--- src/rtl/alu_arbiter.sv ---
// alu_arbiter: shares one single-cycle combinational ALU between two requesters.
//
// Handshake rules:
//   Request side: req[n] is held together with its operands until ack[n]
//   pulses. ack[n] is a registered one-cycle pulse that appears in the cycle
//   after acceptance. Response side: rsp_valid_o[n] stays high, and the
//   response fields stay stable, until rsp_ready_i[n] is seen high on a
//   rising clock edge. ready on the non-owning port is ignored.
//
// Ports:
//   clk, rst                   clock, synchronous active-high reset
//   req_i[1:0]                 per-port request
//   op*_i, a*_i, b*_i, sh*_i   per-port op code, operands, shift amount
//   ack_o[1:0]                 acceptance pulse
//   rsp_valid_o / rsp_ready_i  per-port response handshake
//   rsp_data_o, rsp_zero_o, rsp_neg_o, rsp_err_o   shared response fields
//   alu_*_o                    operands held on the ALU inputs
//   alu_out_i, alu_zero_i, alu_neg_i   ALU result and flags
//   busy_o                     high outside IDLE
//   dbg_state                  current FSM state (IDLE=0, EXEC=1, RESP=2)
module alu_arbiter #(
  parameter int WIDTH     = 32,
  parameter int SHORT_LAT = 1,
  parameter int LONG_LAT  = 4
) (
  input  logic             clk,
  input  logic             rst,
  input  logic [1:0]       req_i,
  input  logic [3:0]       op0_i,
  input  logic [3:0]       op1_i,
  input  logic [WIDTH-1:0] a0_i,
  input  logic [WIDTH-1:0] a1_i,
  input  logic [WIDTH-1:0] b0_i,
  input  logic [WIDTH-1:0] b1_i,
  input  logic [4:0]       sh0_i,
  input  logic [4:0]       sh1_i,
  output logic [1:0]       ack_o,
  output logic [1:0]       rsp_valid_o,
  input  logic [1:0]       rsp_ready_i,
  output logic [WIDTH-1:0] rsp_data_o,
  output logic             rsp_zero_o,
  output logic             rsp_neg_o,
  output logic             rsp_err_o,
  output logic [WIDTH-1:0] alu_data1_o,
  output logic [WIDTH-1:0] alu_data2_o,
  output logic [3:0]       alu_op_o,
  output logic [4:0]       alu_shamt_o,
  input  logic [WIDTH-1:0] alu_out_i,
  input  logic             alu_zero_i,
  input  logic             alu_neg_i,
  output logic             busy_o,
  output logic [1:0]       dbg_state
);

  typedef enum logic [1:0] {
    IDLE = 2'd0,
    EXEC = 2'd1,
    RESP = 2'd2
  } state_t;

  localparam int MAX_LAT = (LONG_LAT > SHORT_LAT) ? LONG_LAT : SHORT_LAT;
  localparam int CNT_W   = (MAX_LAT < 2) ? 1 : $clog2(MAX_LAT);
  localparam logic [CNT_W-1:0] SHORT_LD = CNT_W'(SHORT_LAT - 1);
  localparam logic [CNT_W-1:0] LONG_LD  = CNT_W'(LONG_LAT - 1);

  state_t             state, state_n;
  logic               ptr;       // port favoured when both request
  logic               port;      // owner of the operation in flight
  logic [CNT_W-1:0]   cnt;

  // Winner selection and operand muxing for the IDLE cycle
  logic               winner;
  logic [3:0]         sel_op;
  logic [WIDTH-1:0]   sel_a, sel_b;
  logic [4:0]         sel_sh;
  logic               sel_long, sel_illegal;
  logic               accept, capture, handshake;

  always_comb begin
    winner      = 1'b0;
    sel_op      = op0_i;
    sel_a       = a0_i;
    sel_b       = b0_i;
    sel_sh      = sh0_i;
    sel_long    = 1'b0;
    sel_illegal = 1'b0;
    accept      = 1'b0;
    capture     = 1'b0;
    handshake   = 1'b0;
    state_n     = state;

    winner = (req_i == 2'b11) ? ptr : req_i[1];
    if (winner) begin
      sel_op = op1_i;
      sel_a  = a1_i;
      sel_b  = b1_i;
      sel_sh = sh1_i;
    end
    sel_long    = (sel_op == 4'b1100) || (sel_op == 4'b1101) || (sel_op == 4'b1110);
    // Divide and remainder by zero are rejected before they reach the ALU
    sel_illegal = (sel_op == 4'b1111) ||
                  (((sel_op == 4'b1101) || (sel_op == 4'b1110)) && (sel_b == '0));

    case (state)
      IDLE: begin
        if (req_i != 2'b00) begin
          accept  = 1'b1;
          state_n = sel_illegal ? RESP : EXEC;
        end
      end
      EXEC: begin
        if (cnt == '0) begin
          capture = 1'b1;
          state_n = RESP;
        end
      end
      RESP: begin
        if (rsp_ready_i[port]) begin
          handshake = 1'b1;
          state_n   = IDLE;
        end
      end
      default: state_n = IDLE;
    endcase
  end

  always_ff @(posedge clk) begin
    if (rst) begin
      state       <= IDLE;
      ptr         <= 1'b0;
      port        <= 1'b0;
      cnt         <= '0;
      ack_o       <= 2'b00;
      rsp_data_o  <= '0;
      rsp_zero_o  <= 1'b0;
      rsp_neg_o   <= 1'b0;
      rsp_err_o   <= 1'b0;
      alu_data1_o <= '0;
      alu_data2_o <= '0;
      alu_op_o    <= 4'b0000;
      alu_shamt_o <= '0;
    end else begin
      state <= state_n;
      ack_o <= 2'b00;

      if (accept) begin
        port  <= winner;
        ack_o <= winner ? 2'b10 : 2'b01;
        if (sel_illegal) begin
          // ALU inputs are left untouched so an illegal op is never visible there
          rsp_data_o <= '0;
          rsp_zero_o <= 1'b0;
          rsp_neg_o  <= 1'b0;
          rsp_err_o  <= 1'b1;
        end else begin
          alu_op_o    <= sel_op;
          alu_data1_o <= sel_a;
          alu_data2_o <= sel_b;
          alu_shamt_o <= sel_sh;
          cnt         <= sel_long ? LONG_LD : SHORT_LD;
        end
      end

      if (state == EXEC && cnt != '0) begin
        cnt <= cnt - 1'b1;
      end

      if (capture) begin
        rsp_data_o <= alu_out_i;
        rsp_zero_o <= alu_zero_i;
        rsp_neg_o  <= alu_neg_i;
        rsp_err_o  <= 1'b0;
      end

      if (handshake) begin
        ptr <= ~port;
      end
    end
  end

  assign rsp_valid_o = (state == RESP) ? (port ? 2'b10 : 2'b01) : 2'b00;
  assign busy_o      = (state != IDLE);
  assign dbg_state   = state;

endmodule

--- config.mk ---
export PLATFORM = sky130hd
export DESIGN_NAME = alu_arbiter
export DESIGN_NICKNAME = d
export VERILOG_FILES = /design/src/rtl/alu_arbiter.sv
export SDC_FILE = /design/constraint.sdc
export NUM_CORES = 1
export LEC_CHECK = 0
export ABC_AREA = 1
export CORE_ASPECT_RATIO = 1.1
export CORE_MARGIN = 1
export CORE_UTILIZATION = 40
export CTS_CLUSTER_DIAMETER = 200
export CTS_CLUSTER_SIZE = 16
export DETAILED_ROUTE_END_ITERATION = 8
export PLACE_DENSITY = 0.81
export SLEW_MARGIN = 40
export SYNTH_ARGS = -nofsm -noshare
export SYNTH_HDL_FRONTEND = slang
export SYNTH_SLANG_ARGS = --single-unit
--- constraint.sdc ---
create_clock -name clk -period 2.65 [get_ports clk]
set_clock_uncertainty 0.15 [all_clocks]
set_input_delay 0.53 -clock clk [delete_from_list [all_inputs] [get_ports clk]]
set_output_delay 0.53 -clock clk [all_outputs]
set_load 0.05 [all_outputs]
==> impl_results.md <==
* Mapped Cells at between 900 and 1000
* Sequential area share after synthesis at 40.3%
* Switching power at between 2 and 3 mW
* Final Power at around 7 mW
* Die Y at between 100 and 150 um
* DP Worst Slack at -454 ps
* Worst Setup Start Kind: flop
* Total number of cells along the worst setup path at 5
* Internal power at 4.41 mW
* Netlist cell types at 24
* CP required at between 1500 and 2000 ps
* Crit path buffers/inverters at 3
* Final Max Slew Viols at 0
* Status: complete, no violations
* Worst reg2reg path endpoint: alu_data2_o[11]
* Die Area at ~15000 um^2
* Worst setup margin at between 100 and 150 ps
* R2R cell count at 16
* Reg power frac at between 20% and 30%
* Crit-path leading delay family: buffers and inverters
* Max VDD drop at between 0.0005 and 0.0006 V
* Gr usage total at a little over a quarter
* Core area at between 10000 and 15000 um^2
* Worst-path fanout max at 3
* Max Clk Rate at 0.396 GHz
* Slew @ Worst Pin at between 800 and 900 ps
* Power density cells at 702 nW/um^2
* Iteration-0 DRC Markers at between 400 and 500
* Pre-antenna DRT Iters at 6
* Total of warnings raised by yosys at 0
* Routed len/inst at ~14 um
* Pleak at 4.66 nW
* Vias at between 6000 and 7000
* Post-route clock period utilization at between 90% and 100%
* TritonCTS clock tree: done
* Setup crit end kind: primary output
* Seq. cell area at 2320 um^2
* Hold path cells at 2
* Final hold slack at 305 ps
* Slew margin rel. at a little over two fifths
* R2R setup slack at approximately 220 ps
* Max clock buf depth at 2
* Post-Syn Nets at approximately 1100
* Yosys reg bits at 116
* Worst R2R Start: ptr
* Die width at roughly 120 um
* Largest net degree at the start of global routing at 80
* Vias in the first global route at ~6300
* Critical Path AT at approximately 1900 ps
* Final Setup Violations at 0
* DRC at 0
* I/O pin total at 301
* Max-Cap Viols at 0
* Comb pwr share at between 30% and 40%
* Final Core Density at a little under three quarters
* Worst Setup Path Type: flop to primary output
* Number of synthesized flops with an enable pin at 0
* Worst hold endpoint: rsp_err_o
* Fin crit period at about 2500 ps
* Hold-fix buffers at CTS at 0
* Hold Crit Start: rsp_err_o
* Hold Crit Class: flop to flop
* IO Port Bufs at 300
* Layout cells sized above 1 at 8.41%
* First-pass GRT wire length at about 30000 um
* Final Routed Wirelength at between 20000 and 25000 um
* CP Cell Sequence: inv_1, nor2_1, inv_1, nor2_1, dlygate4sd2_1
* Area of the multi-input gates at about 2800 um^2
* Nets at between 1000 and 1500
* DRT antenna net count at 0
* Initial antenna violation count at 1
* CP max stage cell: dlygate4sd2_1
* Final GP Congestion at between 0.9 and 1
* Root buf cell: clkbuf_16
* Synthesized area at a little under 6000 um^2
* Later-pin clock latency in the skew report at a little over 400 ps
* Num rows at between 40 and 50
* Critical path's largest stage delay at around 550 ps
* Remaining Overflow, GRT at 0
* Clock Sink Count at about 120
* Async SR Flop Fraction at 0%
* Total CTS buffers at 17
* H-tree levels at 4
* Endpoints failing hold at 0
* Vias per inst at 4.68
* Synth Flop Type: dfxtp_1
* Syn_area_per_cell at a little over 6 um^2
* Filler Cells Inserted at 1175
* Final HPWL DP at 14600 um
* Worst-path clk slew at about 50 ps
* Clock share of power at approximately 32%
* P&R area growth vs syn at 73.7%
* Switching share of power at 37.2%
* Starting Density at approximately 41%
registers in the layout, summed over array words and instances (netlist names):
register / count
rsp_err_o: 1
rsp_zero_o: 1
rsp_neg_o: 1
port: 1
alu_shamt_o: 5
alu_data1_o: 32
alu_data2_o: 32
dbg_state: 2
ack_o: 2
ptr: 1
rsp_data_o: 32
cnt: 2
alu_op_o: 4
cell usage in the layout (no fill, tap or decap), drive strengths merged, types with 2 or more instances in the layout:
master         instances
a21oi                 80
buf                   57
bufinv                 2
clkbuf                22
clkdlybuf4s50        295
clkinv                 7
clkinvlp               4
dfxtp                116
dlygate4sd2            2
dlymetal6s2s           2
inv                  125
nand2                419
nand3                 47
nand3b                21
nor2                  54
o21ai                 15
worst max path at each step:
stage	end	slack, ps	startpoint
floorplan	alu_data1_o[21]	310	req_i[1]
global route	alu_data2_o[28]	-9	ptr
global placement	cnt[1]	-370	req_i[0]
CTS	alu_data2_o[11]	10	req_i[0]
finish	rsp_valid_o[0]	120	dbg_state[1]
detailed placement	alu_data1_o[24]	-450	req_i[0]
power groups by stage:
stage / clock network [mW] / logic [mW] / registers, mW
floorplan: 0 / 0.816 / 2.86
CTS: 2.30 / 2.59 / 2.09
global placement: 0 / 2.56 / 2.11
global route: 2.38 / 2.86 / 2.11
detailed placement: 0 / 2.57 / 2.12
finish: 2.27 / 2.66 / 2.09
Yosys cell counts, types with 2 or more instances:
cell type / count / area (um^2)
dfxtp_1: 116 / 2320
o21ai_0: 10 / 50.1
a21oi_1: 79 / 395
nor2_1: 54 / 203
clkbuf_1: 27 / 101
buf_2: 16 / 80.1
buf_1: 2 / 7.51
nand3_2: 2 / 20.0
o21ai_1: 5 / 25.0
nand2_1: 418 / 1570
clkinv_1: 2 / 7.51
inv_2: 2 / 7.51
nand3_1: 45 / 225
nand3b_1: 21 / 158
buf_6: 5 / 56.3
buf_4: 4 / 30.0
inv_1: 120 / 450
worst min-delay path, cell delays in order (launching register included):
cell     delay [ps]
dfxtp_1         300
inv_1            50
a21oi_1          50
cell families (layout without fill, tap and decap cells):
group | count (synthesis) | after routing | synth area share, %
buffers and inverters | 178 | 516 | 12.8
flip-flops | 116 | 116 | 40.3
AND/OR/NAND/NOR | 541 | 541 | 37.8
adder cells (fa/ha/maj) | 1 | 1 | 0.217
other | 0 | 1 | 0
AO/OA/AOI/OAI | 99 | 99 | 8.83
what timing repair did:
item                       4_1_cts  5_1_grt
gates cloned                     0        5
gates resized for setup          3       24
hold endpoints to repair         0        0
buffers inserted                 0        2
pin swaps                        0        6
setup endpoints to repair       48      112
final cells by class:
| type | instances | share of cell area, % |
|---|---|---|
| Antenna cell | 1 | 0.0250 |
| Clock buffer | 18 | 4.39 |
| Clock inverter | 14 | 1.52 |
| Inverter | 124 | 4.67 |
| Multi-Input combinational cell | 641 | 27.6 |
| Sequential cell | 116 | 23.2 |
| Tap cell | 188 | 2.35 |
| Timing Repair Buffer | 360 | 36.3 |
metrics by stage:
stage	cell area [um^2]	setup TNS, ps	instances
final	10000	0	1462
after global routing	10000	-9.16	1462
after CTS	9800	0	1454
after detailed placement	9210	-45150	1422
after global placement	9210	-38480	1422
after floorplan	5770	0	935
routing by layer:
| layer | track usage [%] | share of wire [%] | vias up |
|---|---|---|---|
| met1 | 29.4 | 39 | 3030 |
| met2 | 45.6 | 50 | 282 |
| met4 | 13.2 | 3.3 | 0 |
| li1 | - | - | 3484 |
| met3 | 7.33 | 8.2 | 47 |
| met5 | 0 | 0 | - |
No activity file was read; power rests on OpenSTA's default activity.
